### src/rtl/mult_seq_ctrl_pkg.sv
// Shared definitions for the sequential 4x4 shift-and-add multiplier.
// Holds the controller state encoding, the operand/product widths and the
// iteration count used by both the controller and its adder.
package mult_seq_ctrl_pkg;

  localparam int OPW  = 4;
  localparam int PW   = 8;
  localparam int ITER = 4;

  // Iteration counter width and the count value that marks the final pass.
  localparam int            CW       = $clog2(ITER);
  localparam logic [CW-1:0] LAST_CNT = CW'(ITER - 1);

  typedef enum logic [1:0] {
    IDLE = 2'd0,
    CALC = 2'd1,
    DONE = 2'd2
  } state_t;

endpackage

### src/rtl/mult_seq_ctrl_adder.sv
// Plain unsigned PW-bit adder shared by the multiplier datapath.
// Ports:
//   a, b       : PW-bit unsigned operands
//   out        : PW-bit sum (modulo 2^PW)
//   carry_out  : carry out of the top bit
module mult_seq_ctrl_adder
  import mult_seq_ctrl_pkg::*;
(
  input  logic [PW-1:0] a,
  input  logic [PW-1:0] b,
  output logic [PW-1:0] out,
  output logic          carry_out
);

  // Widen by one bit so the carry falls out of the same addition.
  assign {carry_out, out} = {1'b0, a} + {1'b0, b};

endmodule

### src/rtl/mult_seq_ctrl.sv
// Sequential 4x4 unsigned multiplier using one shift-and-add pass per
// multiplier bit. A start seen in IDLE captures the operands, four CALC
// cycles accumulate partial products, and DONE pulses for one cycle while
// product presents the new result. product holds the last result until the
// next completion or a reset.
// Ports:
//   clk      : system clock, all state changes on the rising edge
//   rst      : synchronous active-high reset
//   start    : request to multiply, only looked at in IDLE
//   a, b     : 4-bit unsigned multiplicand and multiplier
//   busy     : high while the multiply is in progress (CALC)
//   done     : single-cycle completion pulse (DONE)
//   product  : registered 8-bit result of the last completed multiply
module mult_seq_ctrl
  import mult_seq_ctrl_pkg::*;
(
  input  logic           clk,
  input  logic           rst,
  input  logic           start,
  input  logic [OPW-1:0] a,
  input  logic [OPW-1:0] b,
  output logic           busy,
  output logic           done,
  output logic [PW-1:0]  product
);

  state_t          state_q, state_d;
  logic [PW-1:0]   acc_q, acc_d;
  logic [PW-1:0]   mcand_q, mcand_d;
  logic [OPW-1:0]  mplr_q, mplr_d;
  logic [CW-1:0]   cnt_q, cnt_d;
  logic [PW-1:0]   product_q, product_d;
  logic            busy_q, busy_d;
  logic            done_q, done_d;

  logic [PW-1:0]   addend;
  logic [PW-1:0]   adder_out;
  // Carry can never be set for 4x4 operands, so it is deliberately dropped.
  logic            adder_carry_unused;

  // The partial product for this pass is the shifted multiplicand when the
  // current low multiplier bit is set, otherwise nothing.
  assign addend = mplr_q[0] ? mcand_q : '0;

  mult_seq_ctrl_adder u_adder (
    .a         (acc_q),
    .b         (addend),
    .out       (adder_out),
    .carry_out (adder_carry_unused)
  );

  // Next-state and datapath logic. busy/done are decoded from the next
  // state so that their flops line up exactly with the state register.
  always_comb begin
    state_d   = state_q;
    acc_d     = acc_q;
    mcand_d   = mcand_q;
    mplr_d    = mplr_q;
    cnt_d     = cnt_q;
    product_d = product_q;

    case (state_q)
      IDLE: begin
        if (start) begin
          state_d = CALC;
          mcand_d = {{(PW-OPW){1'b0}}, a};
          mplr_d  = b;
          acc_d   = '0;
          cnt_d   = '0;
        end
      end
      CALC: begin
        acc_d   = adder_out;
        mcand_d = mcand_q << 1;
        mplr_d  = mplr_q >> 1;
        cnt_d   = cnt_q + 1'b1;
        // The last pass publishes the sum directly rather than waiting a
        // cycle for acc, so product is valid in the same cycle as done.
        if (cnt_q == LAST_CNT) begin
          state_d   = DONE;
          product_d = adder_out;
        end
      end
      DONE: begin
        state_d = IDLE;
      end
      default: begin
        state_d = IDLE;
      end
    endcase

    busy_d = (state_d == CALC);
    done_d = (state_d == DONE);
  end

  // Single register bank for controller and datapath; reset clears
  // everything, including the last published product.
  always_ff @(posedge clk) begin
    if (rst) begin
      state_q   <= IDLE;
      acc_q     <= '0;
      mcand_q   <= '0;
      mplr_q    <= '0;
      cnt_q     <= '0;
      product_q <= '0;
      busy_q    <= 1'b0;
      done_q    <= 1'b0;
    end else begin
      state_q   <= state_d;
      acc_q     <= acc_d;
      mcand_q   <= mcand_d;
      mplr_q    <= mplr_d;
      cnt_q     <= cnt_d;
      product_q <= product_d;
      busy_q    <= busy_d;
      done_q    <= done_d;
    end
  end

  assign busy    = busy_q;
  assign done    = done_q;
  assign product = product_q;

endmodule

### config.mk
export PLATFORM = sky130hd
export DESIGN_NAME = mult_seq_ctrl
export DESIGN_NICKNAME = d
export VERILOG_FILES = /design/src/rtl/mult_seq_ctrl_pkg.sv /design/src/rtl/mult_seq_ctrl_adder.sv /design/src/rtl/mult_seq_ctrl.sv
export SDC_FILE = /design/constraint.sdc
export NUM_CORES = 1
export LEC_CHECK = 0
export ABC_AREA = 1
export CAP_MARGIN = 20
export CORE_MARGIN = 3
export CORE_UTILIZATION = 40
export DETAILED_ROUTE_END_ITERATION = 16
export HOLD_SLACK_MARGIN = 0.12
export MAX_ROUTING_LAYER = met4
export PLACE_DENSITY = 0.62
export SKIP_LAST_GASP = 1
export SYNTH_ARGS = -nofsm -noshare
export SYNTH_HDL_FRONTEND = slang
export SYNTH_SLANG_ARGS = --single-unit
### constraint.sdc
create_clock -name clk -period 3.8 [get_ports clk]
set_input_delay 0.95 -clock clk [delete_from_list [all_inputs] [get_ports clk]]
set_output_delay 0.95 -clock clk [all_outputs]
set_load 0.02 [all_outputs]
==> impl_metrics.py <==
metrics = {
    "yosys": {
        "synth_top_area_cell": "dfxtp_1",
        "netlist_area_mm2": 0.00163,
        "netlist_instances": 221,
        "seq_area_frac_synth_pct": 41.7,
        "synth_cell_types": 24,
        "yosysWarnings": 0,
        "synth_top_area_share_pct": 41.7,
        "synth_top_cells_by_area": "dfxtp_1 (42%), nand2_1 (17%), a21oi_1 (7.7%)",
        "avgSynthCellArea_um2": 7.39,
        "synth_seq_cells": 34,
        "syn_nets": 241,
    },
    "sta": {
        "fin_crit_ns": 2.18,
        "worstMarginPinSlew_ns": 0.515,
        "finalHoldViolations": 0,
        "max_slew_margin_pct": 65.6,
        "tns_ns": 0,
        "rsz0062_at_grt": "no",
        "setup_viol": 0,
        "fin_crit_sh_pct": 57.4,
        "skew_ns": 0.00470,
        "clock.fmax_mhz": 458,
        "slew_viol_final": 0,
    },
    "clock_network": {
        "cts-resized-gates": 0,
        "cts_buffers": 5,
        "htreeDepth": 2,
        "clk_latency_ns": 0.28,
        "cts-root-buf": "clkbuf_8",
        "path_clk_slew_ns": 0.06,
        "cts_buffer_depth": 2,
        "cts_sinks": 34,
        "cts_tree": "yes",
        "cts_hold_buf": 0,
        "postCtsSetupRepairBufs": 0,
    },
    "floorplanning": {
        "core_mm2": 0.00380,
        "fp.dieW_um": 69.9,
        "io_pins": 21,
        "die_area_mm2": 0.00489,
        "chipHeight_um": 69.9,
        "rows": 22,
        "initial_core_util_pct": 43.0,
    },
    "setup_path": {
        "path_cells": "clkdlybuf4s50_1",
        "slowest_stage": "clkdlybuf4s50_1",
        "critPathTopFamily": "buffers and inverters",
        "cp-start-kind": "register",
        "crit_buf_inv": 1,
        "r2r_slack_ns": 1.89,
        "worstPathRequired_ns": 2.85,
        "crit_arrival_ns": 1.23,
        "slowest_delay_ns": 0.61,
        "worstPathMaxFanout": 2,
        "path_class": "register to output pin",
        "end_kind": "output pin",
    },
    "pwr": {
        "ir_worst_vdd_mv": 0.239,
        "power_density_mw_per_mm2": 351,
        "p_total_mw": 0.679,
        "power.leakage_nw": 0.898,
    },
    "global_routing": {
        "antenna_found_initial": 0,
        "grt_pass1_vias": 1306,
        "overflow": 0,
        "grt_pass1_wl_mm": 5.93,
        "grt_use_total_pct": 15.1,
        "grt_max_degree": 22,
    },
    "detailed_routing": {
        "drt-initial-drc-count": 78,
        "viasPerCell": 4.72,
        "dr_wl_met3_um": 95,
        "routed_wirelength_mm": 3.38,
        "ant_nets": 0,
        "drc": 0,
        "dr.pass1.iters": 4,
        "wl_per_cell_um": 11.6,
        "met1_length_mm": 1.86,
        "dr.max_layer_used": "met4",
        "wl_met2_mm": 1.39,
        "vias": 1368,
    },
    "worst_hold_path": {
        "hp-class": "register to register",
    },
    "cells_and_area": {
        "fillers": 392,
        "final_common_cell": "nand2_1",
        "drive_gt1_share_pct": 5.37,
        "diodes": 0,
        "nNetsFinal": 262,
        "final_area_mm2": 0.00193,
        "syn_to_final_growth_pct": 18.4,
        "layout_common_cells": "nand2_1 (72), dfxtp_1 (34), a21oi_1 (25), inv_1 (23), clkdlybuf4s50_1 (20)",
    },
    "placement": {
        "place_area_mm2": 0.00186,
        "place_congestion": 0.812,
        "portBuffers": 20,
        "dp_hpwl_mm": 2.41,
    },
    "flow_run": {
        "cap_viol_max_count": 0,
    },
    "status": {
        "status": "completed",
    },
}
[cell usage after synthesis]
cell / instances
nor2_1: 16
buf_2: 2
inv_6: 1
clkbuf_1: 2
a211oi_1: 2
buf_4: 2
dfxtp_1: 34
xor2_1: 3
a21oi_1: 25
fa_1: 1
inv_2: 1
inv_1: 23
nand3_1: 7
o221ai_1: 6
nand4_1: 1
ha_1: 8
buf_6: 1
xnor2_1: 1
o21ai_1: 1
nand2_4: 4
nand2_1: 72
inv_4: 1
nor3_1: 6
o21ai_0: 1
[stage by stage]
step | cells | setup WS [ns] | util (%) | hold WS, ns
finish | 290 | 1.62 | 50.9 | 0.463
global route | 290 | 1.57 | 50.9 | 0.484
CTS | 290 | 1.61 | 50.9 | 0.463
detailed placement | 283 | 1.47 | 48.9 | 0.453
global placement | 283 | 1.47 | 48.9 | 0.449
floorplan | 221 | 2.14 | - | 0.429
[state kept, by name, summed over array words and instances, names as in the netlist]
register  cells
state_q       2
busy          1
product       8
mplr_q        4
done          1
acc_q         8
cnt_q         2
mcand_q       8
[report_power, final]
part / internal (mW) / leakage, nW / switching, mW
clock: 0.126 / 0.0383 / 0.115
sequential: 0.368 / 0.277 / 0.0105
combinational: 0.0253 / 0.583 / 0.0348
[metal layers]
layer  global-route usage [%]  vias up
met1                     22.8      595
met2                     20.0       20
li1                         -      751
met3                     3.60        2
met4                     3.83        0
met5                        -        -
[worst paths after layout]
kind | from | to | cells after the start
worst min-delay path | mcand_q[7] | mcand_q[7] | 2
worst max-delay path | product[2] | product[2] | 1
worst max register to register | mplr_q[0] | product[4] | 8
worst min register to register | mcand_q[7] | mcand_q[7] | 2
[kinds of logic after synthesis]
kind of cell	Yosys count	share of synthesized area, %
xor+xnor	4	2.14
compound gates	35	12.4
fa+ha+maj	9	7.35
flops	34	41.7
simple gates	106	27.3
buf+inv	33	9.11
[final cells by class]
cell class	instances	area, um^2	area share (%)
tap	48	60.1	3.10
timing repair buffer	21	208	10.7
sequential	34	681	35.2
multi-input combinational	154	805	41.6
clock buffer	7	76.3	3.95
inverter	26	105	5.43
(Power assumes the default switching activity.)
==> variant 1 (same settings) <==
Encoding of `state_t`: now one-hot (3 bits for 3 states).
--- a/src/rtl/mult_seq_ctrl_pkg.sv
+++ b/src/rtl/mult_seq_ctrl_pkg.sv
@@ -13,6 +13,6 @@
 
-  typedef enum logic [1:0] {
-    IDLE = 2'd0,
-    CALC = 2'd1,
-    DONE = 2'd2
+  typedef enum logic [2:0] {
+    IDLE = 3'b001,
+    CALC = 3'b010,
+    DONE = 3'b100
   } state_t;
Check against the original RTL: no difference found for any inputs over 10 cycles, from zero or initial values and one cycle with rst high; not proved beyond that.
==> variant 1 against the unedited design <==
Sequential cell count grew 1; power grew 4.9%; largest power group unchanged; synthesized cell count grew 7.7%; largest cell class unchanged; cell count grew 6.2%; area after synthesis grew 12%; final area grew 7.9%; clock power grew 12%; worst setup slack lost 1.3 ps; wire length grew 3.8%; sequential power grew 2%; highest routed layer unchanged; core utilization shrank 1.2 points; die area grew 11%; first-iteration DRC count grew 14%.
==> variant 1: results (changes against the unedited design) <==
{| class="wikitable"
! Metric !! Value
|-
| Combinational fraction of design power || 8.0% (-0.8 points)
|-
| List of most frequent post-synthesis cells || sky130_fd_sc_hd__nand2_1, sky130_fd_sc_hd__dfxtp_1, sky130_fd_sc_hd__inv_1, sky130_fd_sc_hd__a21oi_1, sky130_fd_sc_hd__nand3_1
|-
| Metal1 wirelength || 1850 microns (-0.70%)
|-
| Syn_nets || 258 (+7.1%)
|-
| Nets || 277 (+5.7%)
|-
| Yosys top cell area share || 38.38% (-3.3 points)
|-
| Placer Congestion || 0.8068 (-0.59%)
|-
| Relative slew slack || 70.76% (+5.2 points)
|-
| Leak || 0.9721 nW (+8.2%)
|-
| Routed length on met3 || 168 microns (+77%)
|-
| Clock distribution power || 0.000269 W (+12%)
|-
| Area after DPL || 0.002002 sq mm (+7.7%)
|-
| Final worst hold slack || 464.4 ps (+1.201 ps)
|-
| RR Endpoint || acc_q[4]
|-
| Final wirelength || 3502 microns (+3.8%)
|-
| Wire length of the first global-routing pass || 6189 microns (+4.4%)
|-
| Worst Setup Slack post-DPL || 1434 ps (-39.95 ps)
|-
| Worst reg2reg path depth || 12 (+4)
|-
| Final std cell area, no fill || 0.002087 sq mm (+7.9%)
|-
| Grt met1 use || 21.04% (-1.7 points)
|-
| Via count of the first global-routing pass || 1359 (+4.1%)
|-
| Non-filler instance count after layout || 308 (+6.2%)
|-
| Layout fillers || 418 (+6.6%)
|-
| Unique masters post-synth || 34 (+42%)
|-
| Flop-to-flop setup slack || 1700 ps (-190 ps)
|-
| VDD IR max || 0.1534 mV (-36%)
|-
| GR met3 Demand/Resource || 5.335% (+1.7 points)
|-
| Insertion delay of the later-clocked pin in the worst-skew pair || 290 ps
|-
| Synthesized-area fraction occupied by ao, oa, aoi and oai cells || 14.46% (+2.1 points)
|-
| Min Tclk post-route || 2183 ps (+1.300 ps)
|-
| Global routing usage on met2 || 21.16% (+1.1 points)
|-
| Result of the run || complete, no violations
|-
| Placed wire-length estimate || 2603 microns (+7.9%)
|-
| Post-synthesis share of cell area spent on full adders, half adders and majority gates || 6.580% (-0.77 points)
|-
| Worst setup path startpoint || product[0]
|-
| Drt via density || 4.786 (+1.5%)
|-
| Post-synthesis instance total || 238 (+7.7%)
|-
| 1st-iter DRT viols || 89 (+14%)
|-
| Critical Path Sink || product[0]
|-
| Met2 layer wire length in the routed design || 1445 microns (+3.7%)
|-
| Area contributors post-synth || sky130_fd_sc_hd__dfxtp_1, sky130_fd_sc_hd__nand2_1, sky130_fd_sc_hd__inv_1
|}
-- variant 1: cell count changes after synthesis, moves of 4 or more --
cell                       unedited run  this run
sky130_fd_sc_hd__a31oi_1              0         6
sky130_fd_sc_hd__nand2_1             72        77
sky130_fd_sc_hd__nor2_1              16         7
sky130_fd_sc_hd__inv_1               23        27
sky130_fd_sc_hd__o21a_1               0         4
sky130_fd_sc_hd__a21oi_1             25        12
sky130_fd_sc_hd__o21ai_0              1         7
sky130_fd_sc_hd__nand3_2              0         5
sky130_fd_sc_hd__nor3_1               6         0
sky130_fd_sc_hd__a21oi_2              0         7
sky130_fd_sc_hd__o221ai_1             6         0
-- variant 1: area by class of cell --
cell class                      instances  area share (%)
Multi-Input combinational cell        162           43.41
Tap cell                               50           2.998
Timing Repair Buffer                   21           9.952
Sequential cell                        35           33.57
Inverter                               32           5.995
Clock inverter                          2          0.5995
Clock buffer                            6           3.477
==> variant 2 (same settings) <==
Without the edit above. `OPW`: 4 -> 5.
--- a/src/rtl/mult_seq_ctrl_pkg.sv
+++ b/src/rtl/mult_seq_ctrl_pkg.sv
@@ -5,3 +5,3 @@
 
-  localparam int OPW  = 4;
+  localparam int OPW  = 5;
   localparam int PW   = 8;
Ports: changed (resized a and b); port bits go from 21 to 23. No check against the original RTL was run, so the function may have changed too.
==> variant 2 against the unedited design <==
Register-to-register slack gained 70 ps; maximum frequency fell by 5.4%; cell count rose by 2.4%; global-route usage about the same; sequential cell count is 1 higher; wire length is 0.27% lower; non-clock buffer count grew 2; die area increased by 2.9%; final area is 5.8% higher; via count grew 6.4%; power up 19%; area after synthesis grew 3.1%; worst setup slack worse by 120 ps; critical path depth is 3 higher; highest routed layer unchanged.
==> variant 2: results (changes against the unedited design) <==
{| class="wikitable"
! Metric !! Value
|-
| Placed wire-length estimate || 2346 microns (-2.8%)
|-
| Nets || 270 (+3.1%)
|-
| Area contributors post-synth || sky130_fd_sc_hd__dfxtp_1, sky130_fd_sc_hd__nand2_1, sky130_fd_sc_hd__a21oi_1
|-
| Net switching power figure || 0.0001870 W (+17%)
|-
| Wire length of the first global-routing pass || 5961 microns (+0.57%)
|-
| Via count of the first global-routing pass || 1338 (+2.5%)
|-
| Fraction of final layout cells with drive strength greater than 1 || 6.827% (+1.5 points)
|-
| Sequential cell area fraction in the yosys report || 41.57% (-0.080 points)
|-
| Initial antenna violation count || 0 (unchanged)
|-
| Critical Path Sink || mcand_q[1]
|-
| Vias after detailed routing || 1456 (+6.4%)
|-
| Result of the run || complete, no violations
|-
| Leak || 0.9402 nW (+4.6%)
|-
| VDD IR max || 0.2157 mV (-9.7%)
|-
| Placer Congestion || 0.8035 (-1.0%)
|-
| Syn_nets || 247 (+2.5%)
|-
| H-tree depth reported by CTS || 2 (unchanged)
|-
| RR Endpoint || product[4]
|-
| Buffers added on ports || 22 (+10%)
|-
| DR WL/cell || 11.33 microns (-2.6%)
|-
| Layout fillers || 403 (+2.8%)
|-
| Transition time of the tightest slew-check pin || 622.3 ps (+107.6 ps)
|-
| Flop-to-flop setup slack || 1960 ps (+70 ps)
|-
| Path category of the worst min-delay check || reg2reg
|-
| Slowest cell delay on critical path || 870 ps (+260 ps)
|-
| Worst setup path startpoint || rst
|-
| Min Tclk post-route || 2307 ps (+124.4 ps)
|-
| Total GRT Usage || 15.13% (about the same)
|-
| Unique masters post-synth || 27 (+13%)
|-
| Skew final || 8.851 ps (+4.155 ps)
|-
| 1st-iter DRT viols || 36 (-54%)
|-
| Maximum net fanout on the critical path || 16 (+14)
|-
| CP startpoint kind || input pin
|-
| Pin count of the biggest net entering global routing || 23 (+4.5%)
|}
## variant 2: cells by family (layout without fill, tap and decap cells)
group	count (synthesis)	in the layout	share of synthesized area, %
AOI/OAI and AO/OA	36	36	12.77
xor gates and xnor gates	4	4	2.079
buffers and inverters	33	57	9.132
DFF	35	35	41.57
adders and majority gates	9	9	7.127
and+or+nand+nor	108	108	27.32
## variant 2: metrics by stage
step / area (sq um) / cells / setup slack (ps) / utilization (%) / power [W]
after floorplan: 1685 / 225 / 2137 / - / 0.0004472
after global placement: 1929 / 289 / 1205 / 50.06 / 0.0004709
after detailed placement: 1929 / 289 / 1219 / 50.06 / 0.0004711
after CTS: 2047 / 297 / 1505 / 53.12 / 0.0008175
after global routing: 2047 / 297 / 1360 / 53.12 / 0.0008433
final: 2047 / 297 / 1493 / 53.12 / 0.0008098
## variant 2: how the worst min path moves through the flow
stage	slack, ps	cells past startpoint	to	start
after floorplan	430	1	cnt_q[0]	cnt_q[0]
after global placement	450	1	cnt_q[0]	cnt_q[0]
after detailed placement	460	2	mcand_q[7]	mcand_q[7]
after CTS	460	1	cnt_q[0]	cnt_q[0]
after global routing	490	2	acc_q[2]	acc_q[2]
final	460	1	cnt_q[0]	cnt_q[0]
## variant 2: power groups by stage
stage,Combinational (W),Clock (W),Sequential [W]
after detailed placement,0.0000718,0,0.000399
after CTS,0.0000726,0.000354,0.000391
final,0.0000717,0.000347,0.000391
after global routing,0.0000804,0.000370,0.000393
after global placement,0.0000714,0,0.000399
after floorplan,0.0000509,0,0.000396
## variant 2: per-layer routing
| layer | vias up | routed length, microns | GRT usage [%] |
|---|---|---|---|
| li1 | 775 | - | - |
| met1 | 654 | 1624 | 18.73 |
| met2 | 19 | 1568 | 23.79 |
| met3 | 8 | 113 | 3.409 |
| met4 | 0 | 59 | 6.263 |
| met5 | - | 0 | - |
## variant 2: critical path: cells and delay by family
family,cells,cell delay [ps]
simple gates,1,70
compound gates,1,170
buf+inv,2,1290
## variant 2: area by class of cell
| cell class | count | share of cell area (%) |
|---|---|---|
| Clock buffer | 6 | 4.034 |
| Clock inverter | 2 | 1.711 |
| Inverter | 26 | 5.379 |
| Multi-Input combinational cell | 157 | 40.59 |
| Sequential cell | 35 | 34.23 |
| Tap cell | 48 | 2.934 |
| Timing Repair Buffer | 23 | 11.12 |
